### src/rtl/mmio_port_responder_if.sv
// Data-memory bus as seen by an MMIO responder sitting in parallel with the data RAM.
interface mmio_port_responder_if;
  logic [31:0] Address;
  logic [31:0] WriteData;
  logic        MemWrite;
  logic        MemRead;
  logic        Hit;
  logic [31:0] ReadData;

  modport master (
    output Address, WriteData, MemWrite, MemRead,
    input  Hit, ReadData
  );

  modport slave (
    input  Address, WriteData, MemWrite, MemRead,
    output Hit, ReadData
  );
endinterface

### src/rtl/mmio_port_responder.sv
// MMIO responder: PORT_OUT register, synchronized/change-flagged PORT_IN, and a
// down-counter timer with sticky expiry, decoded from the data-memory bus.
module mmio_port_responder #(
  parameter logic [31:0] BASE_ADDR   = 32'h1001_0100,
  parameter int          IN_WIDTH    = 8,
  parameter int          TIMER_WIDTH = 32
) (
  input  logic                clk,
  input  logic                reset,
  mmio_port_responder_if.slave bus,
  input  logic [IN_WIDTH-1:0] PortIn,
  output logic [31:0]         PortOut,
  output logic                TimerIrq
);

  localparam logic [2:0] OFF_PORT_OUT = 3'd0;
  localparam logic [2:0] OFF_PORT_IN  = 3'd1;
  localparam logic [2:0] OFF_IN_CHG   = 3'd2;
  localparam logic [2:0] OFF_CTRL     = 3'd3;
  localparam logic [2:0] OFF_LOAD     = 3'd4;
  localparam logic [2:0] OFF_COUNT    = 3'd5;
  localparam logic [2:0] OFF_STATUS   = 3'd6;

  // Count saturates at zero rather than wrapping.
  function automatic logic [TIMER_WIDTH-1:0] sat_dec(input logic [TIMER_WIDTH-1:0] x);
    return (x == '0) ? '0 : x - TIMER_WIDTH'(1);
  endfunction

  logic                   hit, acc_ok, wr;
  logic [2:0]             off;
  logic [31:0]            rdata;

  logic [31:0]            out_q, out_d;
  logic [IN_WIDTH-1:0]    in_p0_q, in_p1_q, in_p2_q;
  logic [IN_WIDTH-1:0]    chg_q, chg_d, chg_set;
  logic                   en_q, en_d, ar_q, ar_d;
  logic [TIMER_WIDTH-1:0] load_q, load_d, cnt_q, cnt_d;
  logic                   exp_q, exp_d, exp_set;
  logic                   load_wr;

  assign hit    = (bus.Address >= BASE_ADDR) && (bus.Address <= BASE_ADDR + 32'h1C);
  assign acc_ok = hit && (bus.Address[1:0] == 2'b00);
  assign wr     = acc_ok && bus.MemWrite;
  assign off    = bus.Address[4:2];

  assign load_wr = wr && (off == OFF_LOAD);
  assign chg_set = in_p1_q ^ in_p2_q;

  always_comb begin
    out_d = out_q;
    en_d  = en_q;
    ar_d  = ar_q;
    load_d = load_q;
    chg_d = chg_q;
    exp_d = exp_q;
    if (wr && off == OFF_PORT_OUT) out_d = bus.WriteData;
    if (wr && off == OFF_CTRL) begin
      en_d = bus.WriteData[0];
      ar_d = bus.WriteData[1];
    end
    if (load_wr) load_d = bus.WriteData[TIMER_WIDTH-1:0];
    // Hardware set is OR-ed in after the W1C so it wins a same-edge collision.
    if (wr && off == OFF_IN_CHG) chg_d = chg_q & ~bus.WriteData[IN_WIDTH-1:0];
    chg_d = chg_d | chg_set;
    if (wr && off == OFF_STATUS && bus.WriteData[0]) exp_d = 1'b0;
    exp_d = exp_d | exp_set;
  end

  always_comb begin
    cnt_d   = cnt_q;
    exp_set = 1'b0;
    if (load_wr) begin
      cnt_d = bus.WriteData[TIMER_WIDTH-1:0];
    end else if (en_q) begin
      if (cnt_q == '0) begin
        if (ar_q) cnt_d = load_q;
      end else begin
        cnt_d   = sat_dec(cnt_q);
        exp_set = (cnt_q == TIMER_WIDTH'(1));
      end
    end
  end

  always_comb begin
    rdata = '0;
    if (acc_ok && bus.MemRead) begin
      case (off)
        OFF_PORT_OUT: rdata = out_q;
        OFF_PORT_IN:  rdata = 32'(in_p1_q);
        OFF_IN_CHG:   rdata = 32'(chg_q);
        OFF_CTRL:     rdata = {30'b0, ar_q, en_q};
        OFF_LOAD:     rdata = 32'(load_q);
        OFF_COUNT:    rdata = 32'(cnt_q);
        OFF_STATUS:   rdata = {31'b0, exp_q};
        default:      rdata = '0;
      endcase
    end
  end

  // Register stage: PortIn passes p0 -> p1 (PORT_IN) -> p2 (previous) for change detect.
  always_ff @(posedge clk or negedge reset) begin
    if (!reset) begin
      out_q   <= '0;
      in_p0_q <= '0;
      in_p1_q <= '0;
      in_p2_q <= '0;
      chg_q   <= '0;
      en_q    <= 1'b0;
      ar_q    <= 1'b0;
      load_q  <= '0;
      cnt_q   <= '0;
      exp_q   <= 1'b0;
    end else begin
      out_q   <= out_d;
      in_p0_q <= PortIn;
      in_p1_q <= in_p0_q;
      in_p2_q <= in_p1_q;
      chg_q   <= chg_d;
      en_q    <= en_d;
      ar_q    <= ar_d;
      load_q  <= load_d;
      cnt_q   <= cnt_d;
      exp_q   <= exp_d;
    end
  end

  assign bus.Hit      = hit;
  assign bus.ReadData = rdata;
  assign PortOut      = out_q;
  assign TimerIrq     = exp_q;

endmodule
### src/flat_wrapper.sv
// flat-port wrapper written by rule: the top's interface ports become plain ports
module mmio_port_responder_flat 
#(
  parameter logic [31:0] BASE_ADDR   = 32'h1001_0100,
  parameter int          IN_WIDTH    = 8,
  parameter int          TIMER_WIDTH = 32
)
  (clk, reset, PortIn, PortOut, TimerIrq, bus_Address, bus_WriteData, bus_MemWrite, bus_MemRead, bus_Hit, bus_ReadData);
  mmio_port_responder_if bus_i ();
  input  logic clk;
  input  logic reset;
  input  logic [IN_WIDTH-1:0] PortIn;
  output logic [31:0] PortOut;
  output logic TimerIrq;
  input wire logic [$bits(bus_i.Address)-1:0] bus_Address;
  input wire logic [$bits(bus_i.WriteData)-1:0] bus_WriteData;
  input wire logic [$bits(bus_i.MemWrite)-1:0] bus_MemWrite;
  input wire logic [$bits(bus_i.MemRead)-1:0] bus_MemRead;
  output wire logic [$bits(bus_i.Hit)-1:0] bus_Hit;
  output wire logic [$bits(bus_i.ReadData)-1:0] bus_ReadData;
  assign bus_i.Address = bus_Address;
  assign bus_i.WriteData = bus_WriteData;
  assign bus_i.MemWrite = bus_MemWrite;
  assign bus_i.MemRead = bus_MemRead;
  assign bus_Hit = bus_i.Hit;
  assign bus_ReadData = bus_i.ReadData;
  mmio_port_responder #(.BASE_ADDR(BASE_ADDR), .IN_WIDTH(IN_WIDTH), .TIMER_WIDTH(TIMER_WIDTH)) u_core (.clk(clk), .reset(reset), .bus(bus_i), .PortIn(PortIn), .PortOut(PortOut), .TimerIrq(TimerIrq));
endmodule
### config.mk
export PLATFORM = sky130hd
export DESIGN_NAME = mmio_port_responder_flat
export DESIGN_NICKNAME = d
export VERILOG_FILES = /design/src/rtl/mmio_port_responder_if.sv /design/src/rtl/mmio_port_responder.sv /design/src/flat_wrapper.sv
export SDC_FILE = /design/constraint.sdc
export NUM_CORES = 1
export LEC_CHECK = 0
export BUFFER_PORTS_ARGS = -buffer_cell sky130_fd_sc_hd__buf_4
export CORE_UTILIZATION = 45
export DETAILED_ROUTE_END_ITERATION = 10
export PLACE_DENSITY = 0.76
export SYNTH_ARGS = -nofsm -noshare
export SYNTH_HDL_FRONTEND = slang
export SYNTH_SLANG_ARGS = --single-unit
### constraint.sdc
create_clock -name clk -period 5.05 [get_ports clk]
set_input_delay 0.505 -clock clk [delete_from_list [all_inputs] [get_ports clk]]
set_output_delay 0.505 -clock clk [all_outputs]
set_load 0.005 [all_outputs]
# Word level (Yosys, flattened, before mapping)
# Cells that the tools add are included.
classes:
  addsub: 1
  n_lt_le_gt_ge: 2
  eq_ne: 8
  mux: 11
  bitwise: 5
  n_reduce_logical: 15
ops:
  columns: ["operator", "n"]
  rows:
  - ["$pmux 32 s7", 1]
  - ["$mux 32", 5]
  - ["$eq 32x1->1 const B", 1]
  - ["$ge 32x29->1 const B", 1]
  - ["$le 32x29->1 const B", 1]
  - ["$logic_not 32->1", 1]
  - ["$sub 32x1->32 const B", 1]
  - ["$logic_and 1x1->1", 10]
  - ["$eq 3x3->1 const B", 3]
  - ["$and 8x8->8", 1]
  - ["$mux 8", 1]
  - ["$not 8->8", 1]
  - ["$or 8x8->8", 1]
  - ["$xor 8x8->8", 1]
  - ["$eq 3x2->1 const B", 2]
  - ["$mux 1", 4]
  - ["$eq 3x1->1 const B", 1]
  - ["$logic_not 3->1", 1]
  - ["$ne 3x1->1 const B", 1]
  - ["$logic_not 2->1", 1]
  - ["$reduce_and 2->1", 1]
  - ["$reduce_bool 2->1", 1]
  - ["$or 1x1->1", 1]
word_totals:
  regBits: 131

# Logic depth before layout (Yosys ltp)
# Gate-level depths: netlist (run 1).
logic_depth:
  depth_word: 8
  ltp_mapped: 9

# Worst setup path before layout (run 1)
# OpenSTA, ideal clock, no wires.
synth_timing:
  path_kind: "input to output"
  from: "input bus_Address[11]"
  to: "output bus_ReadData[11]"
  arrival_ps: 2109
  t_required_ps: 4545
  path_slack_ps: 2436
  path_stages: 8
  path_buffers: 2
  cell_sequence: "nor4b_1 -> and3_1 -> and2_1 -> nand3_1 -> or2_2 -> clkbuf_1 -> buf_2 -> nor2_1"
synth_via:
  elab_chain_cells: 5
  elab_cells_between_ends: 6
  classes_between: "2 x order compare; 1 x mux; 3 x reduce/logical"
synth_rtl:
  columns: ["element", "line", "source"]
  rows:
  - ["from (decl)", "flat_wrapper.sv:15", "input wire logic [$bits(bus_i.Address)-1:0] bus_Address;"]
  - ["$ge 32x29->1 / $le 32x29->1 (equally long branches)", "mmio_port_responder.sv:41", "assign hit = (bus.Address >= BASE_ADDR) && (bus.Address <= BASE_ADDR + 32'h1C);"]
  - ["$logic_and 1x1->1 (*)", "mmio_port_responder.sv:41", null]
  - ["$logic_and 1x1->1 (*)", "mmio_port_responder.sv:42", "assign acc_ok = hit && (bus.Address[1:0] == 2'b00);"]
  - ["$logic_and 1x1->1 (*)", "mmio_port_responder.sv:86", "if (acc_ok && bus.MemRead) begin"]
  - ["$mux 32 (*)", "mmio_port_responder.sv:86", null]
  - ["to (decl)", "flat_wrapper.sv:20", "output wire logic [$bits(bus_i.ReadData)-1:0] bus_ReadData;"]
# Every way passes the cells marked *; elsewhere a longest branch is shown, timed or not.

# Worst setup path after layout (run 1)
layout_timing:
  from: "input bus_Address[12]"
  to: "output bus_ReadData[9]"
# Same word-level chain as after synthesis.

==> run metrics, run 1 <==
status completed; Die W 127 µm; Worst setup EP type primary output; Syn Std Cell Area 7080 µm²; largest stage delay on the critical path 0.64 ns; Top FF cell, synth dfrtp_1; Nets 927; mean post-synth cell area 9.72 µm²; first-pass GRT wire length 30600 µm; GRT Total Usage 24.2%; clock buffer depth 2; Buf/Inv on CP 2; Final WS setup 1.86 ns; Worst path slowest cell or2_2; CP Cell Sequence buf_4, nor4_1, and3_1, and2_1, nand3_1, or2_2, nor2_1, buf_4; reg-to-reg endpoint u_core.cnt_q[16]; Gate power share 5.4%; commonest cells after routing, fill and taps aside buf_4, nand2_1, dfrtp_1; clk sinks 131; CTS tree built; register area share after synthesis 46.3%; core area 15300 µm²; root buf cell clkbuf_16; Total Power 0.00229 W; Clk pwr share 48.1%; pre-CTS WS 1.87 ns; Total Routed Length 18500 µm; cell internal pwr 0.00179 W; startpoint types input port; area grow syn2layout 23.9%; share of layout cells above drive strength 1 29.6%; Via density 5.65; largest net degree at the start of global routing 60; DIE HEIGHT 127 µm; initial DRC count 506; Final Hold Fails 0; # Max-Cap Violations 0; crit-path leading delay family simple AND/OR/NAND/NOR gates; EDFF count, synth 0; CP Class input port to primary output; Worst Path Arrival 2.68 ns; switch share 21.9%; commonest non-fill, non-tap cell in the layout buf_4; num rows 45; H-Tree Depth 4; DRC viols 0; post-synthesis async set-or-reset flop share 100%; # fillers 1319; setup_tns 0 ns; gr ovfl total 0; register clock-pin slew on the reported worst setup and hold paths 0.05 ns; RSZ-0062 raised after global routing false; Worst R2R Setup Slack 2.08 ns; register bit total from synthesis 131; PostCTS Resize Cnt 0; Yosys warning count 0; CTS Hold Bufs 0; Syn Nets 807; relative slew slack 24.3%; VDD IR max 0.212 mV; initial antenna violation count 0; die area 16200 µm²; Final HPWL DP 12600 µm; Critical R2R Launch u_core.cnt_q[3]; worst r2r path cells 6; max-slew violation total from the final report 0; Sw Pwr 0.000502 W; ANT nets after route 0; Slew @ Worst Pin 1.14 ns; CP Data Required Time 4.55 ns; Netlist cell types 59; Ports 142; RD Place Congestion 0.832; I/O Buffers 141; number of diodes 0; Seq pwr share 46.5%; Power Density 261 nW/µm²; critical path fanouts, max 24; Hold WC Path Type input port to async pin; final setup fails 0; CTS Buf Count 17; LEAKAGE 4.11 nW; post-synthesis cell count 728; Final Skew 0.00937 ns; via count 6039; Tmin final 3.19 ns; CP most frequent cell buf_4; Post CTS Setup Buffer Count 0; Critical Path Stages 8; Starting Density 46.4%; f_max 313 MHz; Worst-Skew Late Latency 0.42 ns; routed len/inst 17.4 µm; fin crit share 63.2%; drt pass-1 iters 5; number of global-route vias before repair 5900
==> synth_stat cells (6+ instances only) <==
master,instances,area [µm²]
a211o_1,13,114
a211oi_1,12,90.1
a21o_1,9,67.6
a21oi_1,8,40.0
a221o_1,11,110
a22oi_1,28,210
a31oi_1,7,43.8
buf_2,12,60.1
clkbuf_1,31,116
dfrtp_1,131,3280
inv_1,6,22.5
mux2_2,58,653
nand2_1,136,510
nand2b_1,7,43.8
nand3_1,26,130
nor2_1,75,282
nor3_1,17,85.1
nor4_1,12,75.1
o21ai_0,12,60.1
xnor2_1,17,149
xor2_1,14,123
==> logic make-up (layout without fill, tap and decap cells) <==
logic type | after synthesis | after routing | synth area share (%)
simple gates | 324 | 324 | 22.1
flops | 131 | 131 | 46.3
compound gates | 119 | 119 | 12.6
mux | 67 | 67 | 11.4
buf+inv | 53 | 182 | 3.20
xor+xnor | 31 | 31 | 3.84
fa+ha+maj | 3 | 3 | 0.530
==> metrics by stage <==
stage,hold slack (ns),util [%],cells,area [µm²]
2_1_floorplan,0.209,-,728,7080
3_3_place_gp,0.333,54.1,1040,8250
3_5_place_dp,0.337,54.1,1040,8250
4_1_cts,0.167,57.4,1068,8760
5_1_grt,0.174,57.4,1068,8760
6_report,0.161,57.4,1068,8760
==> power by group through the flow <==
stage	logic [W]	registers, W	clock network [W]
finish	0.000123	0.00107	0.00110
global route	0.000136	0.00107	0.00116
CTS	0.000126	0.00107	0.00112
detailed placement	0.000125	0.00108	0
global placement	0.000124	0.00108	0
floorplan	0.0000405	0.00108	0
==> final cells by class <==
type                            count  area (µm²)  area share, %
Sequential cell                   131        3280           37.4
Multi-Input combinational cell    544        3580           40.8
Timing Repair Buffer              148        1110           12.7
Tap cell                          211         264           3.01
Clock buffer                       21         450           5.14
Clock inverter                      7        62.6          0.714
Inverter                            6        22.5          0.257
==> worst max path at each step <==
stage                                from               end  slack (ns)
after floorplan           bus_Address[11]  bus_ReadData[11]        2.44
after global placement    bus_Address[12]  bus_ReadData[21]        1.93
after detailed placement  bus_Address[31]   bus_ReadData[9]        1.87
after CTS                 bus_Address[12]   bus_ReadData[9]        1.85
after global routing      bus_Address[12]  bus_ReadData[13]        1.67
final                     bus_Address[12]   bus_ReadData[9]        1.86
==> state kept, by name, indices dropped and copies added, names as in the netlist <==
name,count
u_core.PortOut,32
u_core.cnt_q,32
u_core.load_q,32
u_core.chg_q,8
u_core.in_p0_q,8
u_core.in_p1_q,8
u_core.in_p2_q,8
u_core.TimerIrq,1
u_core.ar_q,1
u_core.en_q,1
==> layer usage <==
metal / vias up / share of wire (%) / GRT usage [%] / wire length [µm]
met5: - / 0 / 0 / 0
met4: 0 / 1.5 / 7.35 / 280
met3: 26 / 6.4 / 4.98 / 1190
met1: 2917 / 45 / 32.9 / 8340
met2: 239 / 47 / 38.9 / 8730
li1: 2857 / - / - / -
==> worst register-to-register path, stage by stage (launching register included) <==
cell and delay [ns]:
dfrtp_1 0.49, nor2_1 0.54, and4_1 0.29, nand3_1 0.74, nor2_1 0.35, a211oi_1 0.11
a221o_1 0.33
Power figures use the tool's default switching activity.
==> inputs of run 2 (changes only) <==
- clock period: 5.05 -> 3 ns (I/O delays scaled with it)
==> run metrics, run 2 (synthesized netlist as in run 1, its figures left out) <==
Nets 947; final setup fails 0; Via density 5.63; via count 6150; final core occ 59.5%; Die W 127 µm; Tmin final 2.54 ns; CP Data Required Time 3.34 ns; share of layout cells above drive strength 1 30.8%; H-Tree Depth 4; Slew @ Worst Pin 0.878 ns; Hold WC Path Type input port to async pin; post-place instance area 8380 µm²; # fillers 1275; initial antenna violation count 0; ANT nets after route 0; startpoint types flop; number of diodes 0; Worst setup EP type flop; commonest cells after routing, fill and taps aside buf_4, nand2_1, dfrtp_1; VDD IR max 0.359 mV; # Max-Cap Violations 0; met1 Usage GRT 32.0%; first-pass GRT wire length 30600 µm; gr ovfl total 0; setup_tns 0 ns; max-slew violation total from the final report 0; area of the multi-input gates 3580 µm²; area grow syn2layout 28.4%; register clock-pin slew on the reported worst setup and hold paths 0.05 ns; Final Skew 0.00910 ns; Total Routed Length 18700 µm; relative slew slack 41.4%; initial DRC count 489; num rows 45; clk sinks 131; CP Class flop to flop; Sequential cell area 3280 µm²; number of global-route vias before repair 5993; CTS tree built; design area 9080 µm²; fin crit share 84.6%; core area 15300 µm²; Worst-Skew Late Latency 0.42 ns; Final Hold Fails 0; I/O Buffers 141; LEAKAGE 4.26 nW; Total Power 0.00416 W; critical path fanouts, max 21; routed len/inst 17.1 µm; GR Layer Usage met2 39.0%; die area 16200 µm²; f_max 394 MHz; DRC viols 0; Post CTS Setup Buffer Count 0; Ports 142; Worst Path Arrival 2.87 ns; root buf cell clkbuf_16; drt pass-1 iters 5; CTS Buf Count 17; PostCTS Resize Cnt 0; RSZ-0062 raised after global routing false; WHS 0.00107 ns; GRT Total Usage 24.0%; clock buffer depth 2; Final HPWL DP 12900 µm; largest net degree at the start of global routing 71; commonest non-fill, non-tap cell in the layout buf_4; Starting Density 46.4%; met3 Use GR 4.69%; DIE HEIGHT 127 µm; GRT Max-Usage Layer met2; RD Place Congestion 0.871; Power Density 458 nW/µm²; CTS Hold Bufs 8; status completed
==> run 2: worst paths after layout <==
kind,startpoint,endpoint,slack (ns),cells past startpoint
hold reg to reg,u_core.in_p0_q[7],u_core.in_p1_q[7],0.35,0
setup reg to reg,u_core.cnt_q[9],u_core.cnt_q[25],0.46,6
min in group clk,bus_WriteData[19],u_core.load_q[19],0.10,3
hold / removal,reset,u_core.in_p1_q[7],0.001,1
max in group asynchronous,reset,u_core.load_q[15],2.14,2
setup / recovery,u_core.cnt_q[9],u_core.cnt_q[25],0.46,6
==> run 2: final cells by class <==
class | instances | area share (%)
Tap cell | 211 | 2.91
Clock buffer | 24 | 5.52
Multi-Input combinational cell | 544 | 39.4
Clock inverter | 8 | 1.35
Timing Repair Buffer | 168 | 14.5
Sequential cell | 131 | 36.1
Inverter | 6 | 0.248
==> run 2: critical path, stage by stage, from the launching register on <==
cell and delay [ns]:
dfrtp_1 0.45, nor4_4 0.46, and4b_2 0.37, and4_4 0.27, nand2_2 0.31, a211o_1 0.39, a31oi_1 0.19
==> run 2: metal layers <==
metal	part of all wire (%)	wire (µm)
met1	44	8280
met2	48	8890
met3	6.3	1170
met4	1.7	313
met5	0	0
==> run 2: report_power, final <==
part | switching, W | leakage, nW | total (W) | internal, W
sequential | 0.00000932 | 1.70 | 0.00179 | 0.00178
combinational | 0.000114 | 2.26 | 0.000223 | 0.000109
clock | 0.000734 | 0.298 | 0.00215 | 0.00141
==> run 2: per-stage QoR <==
step | instances | worst slack (ns)
after global placement | 1052 | 0.591
after global routing | 1092 | 0.336
after floorplan | 728 | 0.796
after detailed placement | 1052 | 0.533
after CTS | 1092 | 0.485
final | 1092 | 0.463
